File: config.mk
export PLATFORM = sky130hd
export DESIGN_NAME = cla_subtractor_pipe_32bit_flat
export DESIGN_NICKNAME = d
export VERILOG_FILES = /design/src/rtl/cla_subtractor_pipe_32bit_pkg.sv /design/src/rtl/cla_subtractor_pipe_32bit_if.sv /design/src/rtl/cla_subtractor_pipe_32bit_slice.sv /design/src/rtl/cla_subtractor_pipe_32bit.sv /design/src/flat_wrapper.sv
export SDC_FILE = /design/constraint.sdc
export NUM_CORES = 1
export LEC_CHECK = 0
export CORE_MARGIN = 2
export CORE_UTILIZATION = 40
export CTS_CLUSTER_SIZE = 30
export DETAILED_ROUTE_END_ITERATION = 12
export GPL_TIMING_DRIVEN = 0
export PLACE_DENSITY_LB_ADDON = 0.08
export SETUP_SLACK_MARGIN = 0.15
export SYNTH_ARGS = -nofsm -noshare
export SYNTH_HDL_FRONTEND = slang
export SYNTH_SLANG_ARGS = --single-unit
File: constraint.sdc
create_clock -name clk_i -period 2.6 [get_ports clk_i]
set_clock_uncertainty 0.05 [all_clocks]
set_input_delay 0.65 -clock clk_i [delete_from_list [all_inputs] [get_ports clk_i]]
set_output_delay 0.65 -clock clk_i [all_outputs]
set_load 0.01 [all_outputs]
File: src/rtl/cla_subtractor_pipe_32bit_pkg.sv
// rtl/cla_subtractor_pipe_32bit_pkg.sv - shared widths, stage record and helpers for the pipelined subtractor
package cla_subtractor_pipe_32bit_pkg;

  localparam int DEF_WIDTH   = 32;
  localparam int DEF_STAGE_W = 8;

  function automatic int num_stages(input int width, input int stage_w);
    return width / stage_w;
  endfunction

  // diff_lo fills from the bottom one slice per stage; a_hi/nb_hi carry the operands forward
  typedef struct packed {
    logic                 valid;
    logic                 carry;
    logic                 ovf;
    logic                 zero;
    logic [DEF_WIDTH-1:0] diff_lo;
    logic [DEF_WIDTH-1:0] a_hi;
    logic [DEF_WIDTH-1:0] nb_hi;
  } stage_t;

endpackage

File: src/rtl/cla_subtractor_pipe_32bit_if.sv
// rtl/cla_subtractor_pipe_32bit_if.sv - operand/result stream bundle for the pipelined subtractor
interface cla_subtractor_pipe_32bit_if #(
  parameter int WIDTH = 32
);
  logic             valid_i;
  logic             ready_o;
  logic [WIDTH-1:0] a_i;
  logic [WIDTH-1:0] b_i;
  logic             borrow_i;
  logic             valid_o;
  logic             ready_i;
  logic [WIDTH-1:0] diff_o;
  logic             borrow_o;
  logic             ovf_o;
  logic             zero_o;

  modport slave (
    input  valid_i, a_i, b_i, borrow_i, ready_i,
    output ready_o, valid_o, diff_o, borrow_o, ovf_o, zero_o
  );

  modport master (
    output valid_i, a_i, b_i, borrow_i, ready_i,
    input  ready_o, valid_o, diff_o, borrow_o, ovf_o, zero_o
  );
endinterface

File: src/rtl/cla_subtractor_pipe_32bit_slice.sv
// rtl/cla_subtractor_pipe_32bit_slice.sv - STAGE_W-bit carry-lookahead adder slice
module cla_subtractor_pipe_32bit_slice #(
  parameter int STAGE_W = 8
) (
  input  logic [STAGE_W-1:0] i_a,
  input  logic [STAGE_W-1:0] i_b,
  input  logic               i_cin,
  output logic [STAGE_W-1:0] o_sum,
  output logic               o_cout
);

  logic [STAGE_W-1:0] w_p;
  logic [STAGE_W-1:0] w_g;
  logic [STAGE_W:0]   w_c;
  logic               w_acc;
  logic               w_prod;

  assign w_p = i_a ^ i_b;
  assign w_g = i_a & i_b;

  // Each carry is the flat sum-of-products of G/P terms, not a ripple through w_c
  always_comb begin
    w_c    = '0;
    w_acc  = 1'b0;
    w_prod = 1'b0;
    w_c[0] = i_cin;
    for (int i = 0; i < STAGE_W; i++) begin
      w_acc  = w_g[i];
      w_prod = w_p[i];
      for (int j = i - 1; j >= 0; j--) begin
        w_acc  = w_acc | (w_prod & w_g[j]);
        w_prod = w_prod & w_p[j];
      end
      w_c[i+1] = w_acc | (w_prod & i_cin);
    end
  end

  assign o_sum  = w_p ^ w_c[STAGE_W-1:0];
  assign o_cout = w_c[STAGE_W];

endmodule

File: src/rtl/cla_subtractor_pipe_32bit.sv
// rtl/cla_subtractor_pipe_32bit.sv - pipelined a - b - borrow as a + ~b + ~borrow, one CLA slice per stage
module cla_subtractor_pipe_32bit
  import cla_subtractor_pipe_32bit_pkg::*;
#(
  parameter int WIDTH   = DEF_WIDTH,
  parameter int STAGE_W = DEF_STAGE_W
) (
  input  logic                        clk_i,
  input  logic                        rst_ni,
  cla_subtractor_pipe_32bit_if.slave  bus
);

  localparam int NUM_STAGES = num_stages(WIDTH, STAGE_W);
  localparam int LAST       = NUM_STAGES - 1;

  stage_t                r_stage [NUM_STAGES];
  stage_t                w_src   [NUM_STAGES];
  stage_t                w_nxt   [NUM_STAGES];
  logic [STAGE_W-1:0]    w_sum   [NUM_STAGES];
  logic [NUM_STAGES-1:0] w_cout;
  logic [NUM_STAGES-1:0] w_load;
  logic [NUM_STAGES-1:0] w_unused;

  always_comb begin
    for (int k = 0; k < NUM_STAGES; k++) w_src[k] = '0;
    w_src[0].valid = bus.valid_i;
    w_src[0].carry = ~bus.borrow_i;
    w_src[0].a_hi  = bus.a_i;
    w_src[0].nb_hi = ~bus.b_i;
    for (int k = 1; k < NUM_STAGES; k++) w_src[k] = r_stage[k-1];
  end

  generate
    for (genvar k = 0; k < NUM_STAGES; k++) begin : g_stage
      cla_subtractor_pipe_32bit_slice #(.STAGE_W(STAGE_W)) u_slice (
        .i_a    (w_src[k].a_hi[k*STAGE_W +: STAGE_W]),
        .i_b    (w_src[k].nb_hi[k*STAGE_W +: STAGE_W]),
        .i_cin  (w_src[k].carry),
        .o_sum  (w_sum[k]),
        .o_cout (w_cout[k])
      );
      assign w_unused[k] = ^{r_stage[k].a_hi, r_stage[k].nb_hi, r_stage[k].ovf, r_stage[k].zero};
    end
  endgenerate

  // The last stage stores borrow (inverted carry) so a cleared register reads as borrow_o=0
  always_comb begin
    for (int k = 0; k < NUM_STAGES; k++) begin
      w_nxt[k] = w_src[k];
      w_nxt[k].diff_lo[k*STAGE_W +: STAGE_W] = w_sum[k];
      w_nxt[k].carry = w_cout[k];
      if (k == LAST) begin
        w_nxt[k].carry = ~w_cout[k];
        w_nxt[k].ovf   = (w_src[k].a_hi[WIDTH-1] ^ ~w_src[k].nb_hi[WIDTH-1]) &
                         (w_src[k].a_hi[WIDTH-1] ^ w_sum[k][STAGE_W-1]);
        w_nxt[k].zero  = (w_nxt[k].diff_lo == '0);
      end
    end
  end

  // A stage advances when empty or when its successor advances, so bubbles collapse
  always_comb begin
    w_load       = '0;
    w_load[LAST] = ~r_stage[LAST].valid | bus.ready_i;
    for (int k = LAST - 1; k >= 0; k--) begin
      w_load[k] = ~r_stage[k].valid | w_load[k+1];
    end
  end

  always_ff @(posedge clk_i or negedge rst_ni) begin
    if (!rst_ni) begin
      for (int k = 0; k < NUM_STAGES; k++) r_stage[k] <= '0;
    end else begin
      for (int k = 0; k < NUM_STAGES; k++) begin
        if (w_load[k]) begin
          if (w_src[k].valid) r_stage[k] <= w_nxt[k];
          else                r_stage[k].valid <= 1'b0;
        end
      end
    end
  end

  assign bus.ready_o  = w_load[0];
  assign bus.valid_o  = r_stage[LAST].valid;
  assign bus.diff_o   = r_stage[LAST].diff_lo[WIDTH-1:0];
  assign bus.borrow_o = r_stage[LAST].carry;
  assign bus.ovf_o    = r_stage[LAST].ovf;
  assign bus.zero_o   = r_stage[LAST].zero;

endmodule

File: src/flat_wrapper.sv
// flat-port wrapper written by rule: the top's interface ports become plain ports
module cla_subtractor_pipe_32bit_flat import cla_subtractor_pipe_32bit_pkg::*;
#(
  parameter int WIDTH   = DEF_WIDTH,
  parameter int STAGE_W = DEF_STAGE_W
)
  (clk_i, rst_ni, bus_valid_i, bus_a_i, bus_b_i, bus_borrow_i, bus_ready_i, bus_ready_o, bus_valid_o, bus_diff_o, bus_borrow_o, bus_ovf_o, bus_zero_o);
  cla_subtractor_pipe_32bit_if #(.WIDTH(WIDTH)) bus_i ();
  input  logic clk_i;
  input  logic rst_ni;
  input wire logic [$bits(bus_i.valid_i)-1:0] bus_valid_i;
  input wire logic [$bits(bus_i.a_i)-1:0] bus_a_i;
  input wire logic [$bits(bus_i.b_i)-1:0] bus_b_i;
  input wire logic [$bits(bus_i.borrow_i)-1:0] bus_borrow_i;
  input wire logic [$bits(bus_i.ready_i)-1:0] bus_ready_i;
  output wire logic [$bits(bus_i.ready_o)-1:0] bus_ready_o;
  output wire logic [$bits(bus_i.valid_o)-1:0] bus_valid_o;
  output wire logic [$bits(bus_i.diff_o)-1:0] bus_diff_o;
  output wire logic [$bits(bus_i.borrow_o)-1:0] bus_borrow_o;
  output wire logic [$bits(bus_i.ovf_o)-1:0] bus_ovf_o;
  output wire logic [$bits(bus_i.zero_o)-1:0] bus_zero_o;
  assign bus_i.valid_i = bus_valid_i;
  assign bus_i.a_i = bus_a_i;
  assign bus_i.b_i = bus_b_i;
  assign bus_i.borrow_i = bus_borrow_i;
  assign bus_i.ready_i = bus_ready_i;
  assign bus_ready_o = bus_i.ready_o;
  assign bus_valid_o = bus_i.valid_o;
  assign bus_diff_o = bus_i.diff_o;
  assign bus_borrow_o = bus_i.borrow_o;
  assign bus_ovf_o = bus_i.ovf_o;
  assign bus_zero_o = bus_i.zero_o;
  cla_subtractor_pipe_32bit #(.WIDTH(WIDTH), .STAGE_W(STAGE_W)) u_core (.clk_i(clk_i), .rst_ni(rst_ni), .bus(bus_i));
endmodule
==> flow_metrics.env, run 1 <==
export IMPL_start_util_pct=40.88
export IMPL_routabilityCongestion=0.7776
export IMPL_slew_viol_final=0
export IMPL_ant_nets=0
export IMPL_rows=52
export IMPL_maxCapViolCount=0
export IMPL_cp_start_kind="input port"
export IMPL_drc=0
export IMPL_coreArea_sq_mm=0.02023
export IMPL_final_nets=900
export IMPL_synth_cells=665
export IMPL_tritoncts="done"
export IMPL_die_area_sq_mm=0.02184
export IMPL_maxSlewHeadroom_pct=55.37
export IMPL_power_frac_comb_pct=34.5
export IMPL_areaGrowthSynthToFinish_pct=25.49
export IMPL_grt_max_degree=101
export IMPL_rsz0062_at_grt="yes"
export IMPL_clock_path_buffers=2
export IMPL_tightest_slew_ns=0.6695
export IMPL_fp_dieH_um=147.8
export IMPL_grt_pass1_wl_mm=28.24
export IMPL_leakage_nw=4.632
export IMPL_wire_per_inst_um=15.78
export IMPL_clkPwrFrac_pct=24.3
export IMPL_synth_cell_types=45
export IMPL_wl_met2_mm=8.193
export IMPL_dp_hpwl_mm=12.45
export IMPL_gr_usage_all_layers_pct=16.65
export IMPL_period_share_pct=92.11
export IMPL_synth_edf_count=0
export IMPL_timing_worst_setup_path_type="input port to output pin"
export IMPL_fin_area_sq_mm=0.01038
export IMPL_timing_hold_violations_final=0
export IMPL_slowest_stage="clkdlybuf4s50_1"
export IMPL_synthArstFlopShare_pct=100.0
export IMPL_portBuffers=105
export IMPL_cp_cell_sequence="clkdlybuf4s50_1, nor2b_4, nand4_1, buf_2"
export IMPL_postCtsHoldBufs=0
export IMPL_layout_drive_gt1_share_pct=20.82
export IMPL_required_ns=1.90
export IMPL_endpoint_kind="output pin"
export IMPL_h_tree_depth=4
export IMPL_max_stage_delay_ns=0.45
export IMPL_grt_pass1_vias=5455
export IMPL_first_pass_iters=4
export IMPL_chipWidth_um=147.8
export IMPL_dr_first_iter_drc_count=207
export IMPL_wl_met1_mm=8.062
export IMPL_finalSetupViolations=0
export IMPL_syn_avg_cell_area_sq_um=12.44
export IMPL_grt_ovfl_total=0
export IMPL_cts_sinks=186
export IMPL_internal_power_mw=7.459
export IMPL_peakVddDrop_v=0.0005237
export IMPL_p_per_area_mw_per_mm2=1043
export IMPL_whs_ns=0.1552
export IMPL_synth_ff_type="dfrtp_1"
export IMPL_via_count=5243
export IMPL_seq_area_frac_synth_pct=56.27
export IMPL_cts_root_buf="clkbuf_16"
export IMPL_clock_latency_ns=0.42
export IMPL_antenna_cells=0
export IMPL_final_cells=1077
export IMPL_wl_met3_um=546
export IMPL_fmax_ghz=0.4175
export IMPL_finalCriticalPeriod_ns=2.395
export IMPL_post_dp_cell_area_sq_mm=0.009693
export IMPL_antenna_found_initial=0
export IMPL_crit_fanout=3
export IMPL_top_layer="met4"
export IMPL_reg2reg_depth=8
export IMPL_crit_arrival_ns=1.69
export IMPL_synthesis_nets=771
export IMPL_ys_ff_latch=186
export IMPL_power_frac_seq_pct=41.3
export IMPL_p_sw_share_pct=31.10
export IMPL_hold_class="input port to async pin"
export IMPL_clk_pin_slew_ns=0.07
export IMPL_p_switching_mw=3.368
export IMPL_fillCellCount=1783
export IMPL_viasPerCell=4.868
export IMPL_syn_cell_area_sq_mm=0.008272
export IMPL_ioPinCount=106
export IMPL_cts_buffers=17
export IMPL_outcome="complete, no violations"
export IMPL_drt_total_wl_mm=17.00
export IMPL_dp_cells=1041
export IMPL_ys_warn_count=0
==> flip-flops by register name, indices dropped and copies added, names as in the netlist <==
register / flops
u_core.r_stage: 150
u_core.bus.diff_o: 32
u_core.bus.borrow_o: 1
u_core.bus.ovf_o: 1
u_core.bus.valid_o: 1
u_core.bus.zero_o: 1
==> path summary, 6_finish.rpt <==
check	start	slack, ns	endpoint
setup / recovery	bus_ready_i	0.21	bus_ready_o
hold / removal	rst_ni	0.16	u_core.r_stage[354]
setup reg to reg	u_core.r_stage[156]	0.26	u_core.bus.zero_o
hold reg to reg	u_core.r_stage[367]	0.43	u_core.r_stage[367]
max in group asynchronous	rst_ni	1.41	u_core.bus.diff_o[3]
min in group clk_i	u_core.r_stage[367]	0.43	u_core.r_stage[367]
==> power by group through the flow <==
stage	clock network, mW	logic [mW]	registers, mW
after detailed placement	0	3.69	4.52
after CTS	2.70	3.78	4.48
after global routing	2.83	4.16	4.59
final	2.63	3.73	4.47
after floorplan	0	2.50	4.27
after global placement	0	3.59	4.49
==> Yosys cell counts (all sizes together), types with 2 or more instances <==
cell    number  area share (%)
dfrtp      186              56
mux2       120              16
nand2       71             3.2
o21ai       55             3.4
buf         47             3.8
ha          33             5.0
inv         24             1.1
xor2        13             1.4
a21oi       10            0.65
clkbuf      10            0.45
nor2        10            0.45
nor3        10            0.61
o31ai        8            0.73
xnor2        8            0.85
a21o         7            0.64
nand2b       6            0.45
nand4        5            0.38
nor4         5            0.38
a211oi       4            0.42
fa           4            0.97
o211ai       4            0.36
nor2b        3            0.23
o21a         3            0.27
a21boi       2            0.18
a22oi        2            0.18
a31oi        2            0.15
nand3        2            0.12
or3          2            0.15
==> cells in the final DEF (no fill, tap or decap), drive strengths merged, types with 2 or more instances in the layout <==
master	instances
nor4	5
or3	2
o21a	3
buf	54
nor2	10
a31oi	2
a21o	7
a21oi	10
a211oi	4
clkbuf	31
a21boi	2
mux2	120
dfrtp	186
nor3	10
clkinvlp	3
nand2b	6
a22oi	2
fa	4
o211ai	4
o31ai	8
ha	33
nand3	2
clkdlybuf4s50	103
inv	28
o21ai	55
nand2	71
bufinv	2
clkinv	2
xnor2	8
nand4	5
xor2	13
nor2b	3
==> routing by layer <==
| layer | vias up | GRT usage [%] |
|---|---|---|
| met2 | 81 | 27.09 |
| met4 | 0 | 4.279 |
| li1 | 2542 | - |
| met3 | 11 | 3.889 |
| met5 | - | 0 |
| met1 | 2609 | 22.59 |
==> stage by stage <==
stage / total power, mW / setup slack, ns / utilization [%] / TNS [ns]
floorplan: 6.769 / 0.3998 / - / 0
global placement: 8.083 / -6.728 / 47.74 / -1270.64
detailed placement: 8.213 / -0.4042 / 47.90 / -24.57
CTS: 10.97 / 0.1525 / 51.17 / 0
global route: 11.57 / 0.1050 / 51.30 / 0
finish: 10.83 / 0.2050 / 51.30 / 0
==> layout make-up <==
cell class	count	area, sq um	share of cell area, %
multi-input combinational	398	3233	31.15
buffer	57	351.6	3.387
clock inverter	11	133.9	1.290
sequential	186	4654	44.84
tap	270	337.8	3.255
inverter	24	90.09	0.8679
timing repair buffer	110	1109	10.68
clock buffer	21	470.5	4.532
==> timing repair <==
item / 4_1_cts / 5_1_grt
setup buffers: 3 / 1
gates resized for setup: 11 / 5
pin swaps: 4 / 7
endpoints found under the setup margin: 54 / 3
==> logic make-up (layout without fill, tap and decap cells) <==
family                     Yosys count  in the layout  synth area share (%)
xor gates and xnor gates            21             21                 2.224
muxes                              120            120                 16.34
DFF                                186            186                 56.27
buffers and inverters               81            223                 5.340
AOI/OAI and AO/OA                  100            100                 7.306
and+or+nand+nor                    120            120                 6.565
adders and majority gates           37             37                 5.960
==> critical path, delay by kind of cell <==
| kind | cells | cell delay [ns] |
|---|---|---|
| buffers and inverters | 2 | 0.66 |
| and+or+nand+nor | 2 | 0.38 |
Power figures use the tool's default switching activity.
==> run 2: changes to the inputs <==
- SKIP_LAST_GASP: unset -> 1
==> results of run 2 <==
Same layout as run 1: the final DEF is identical, and so are final timing and power.
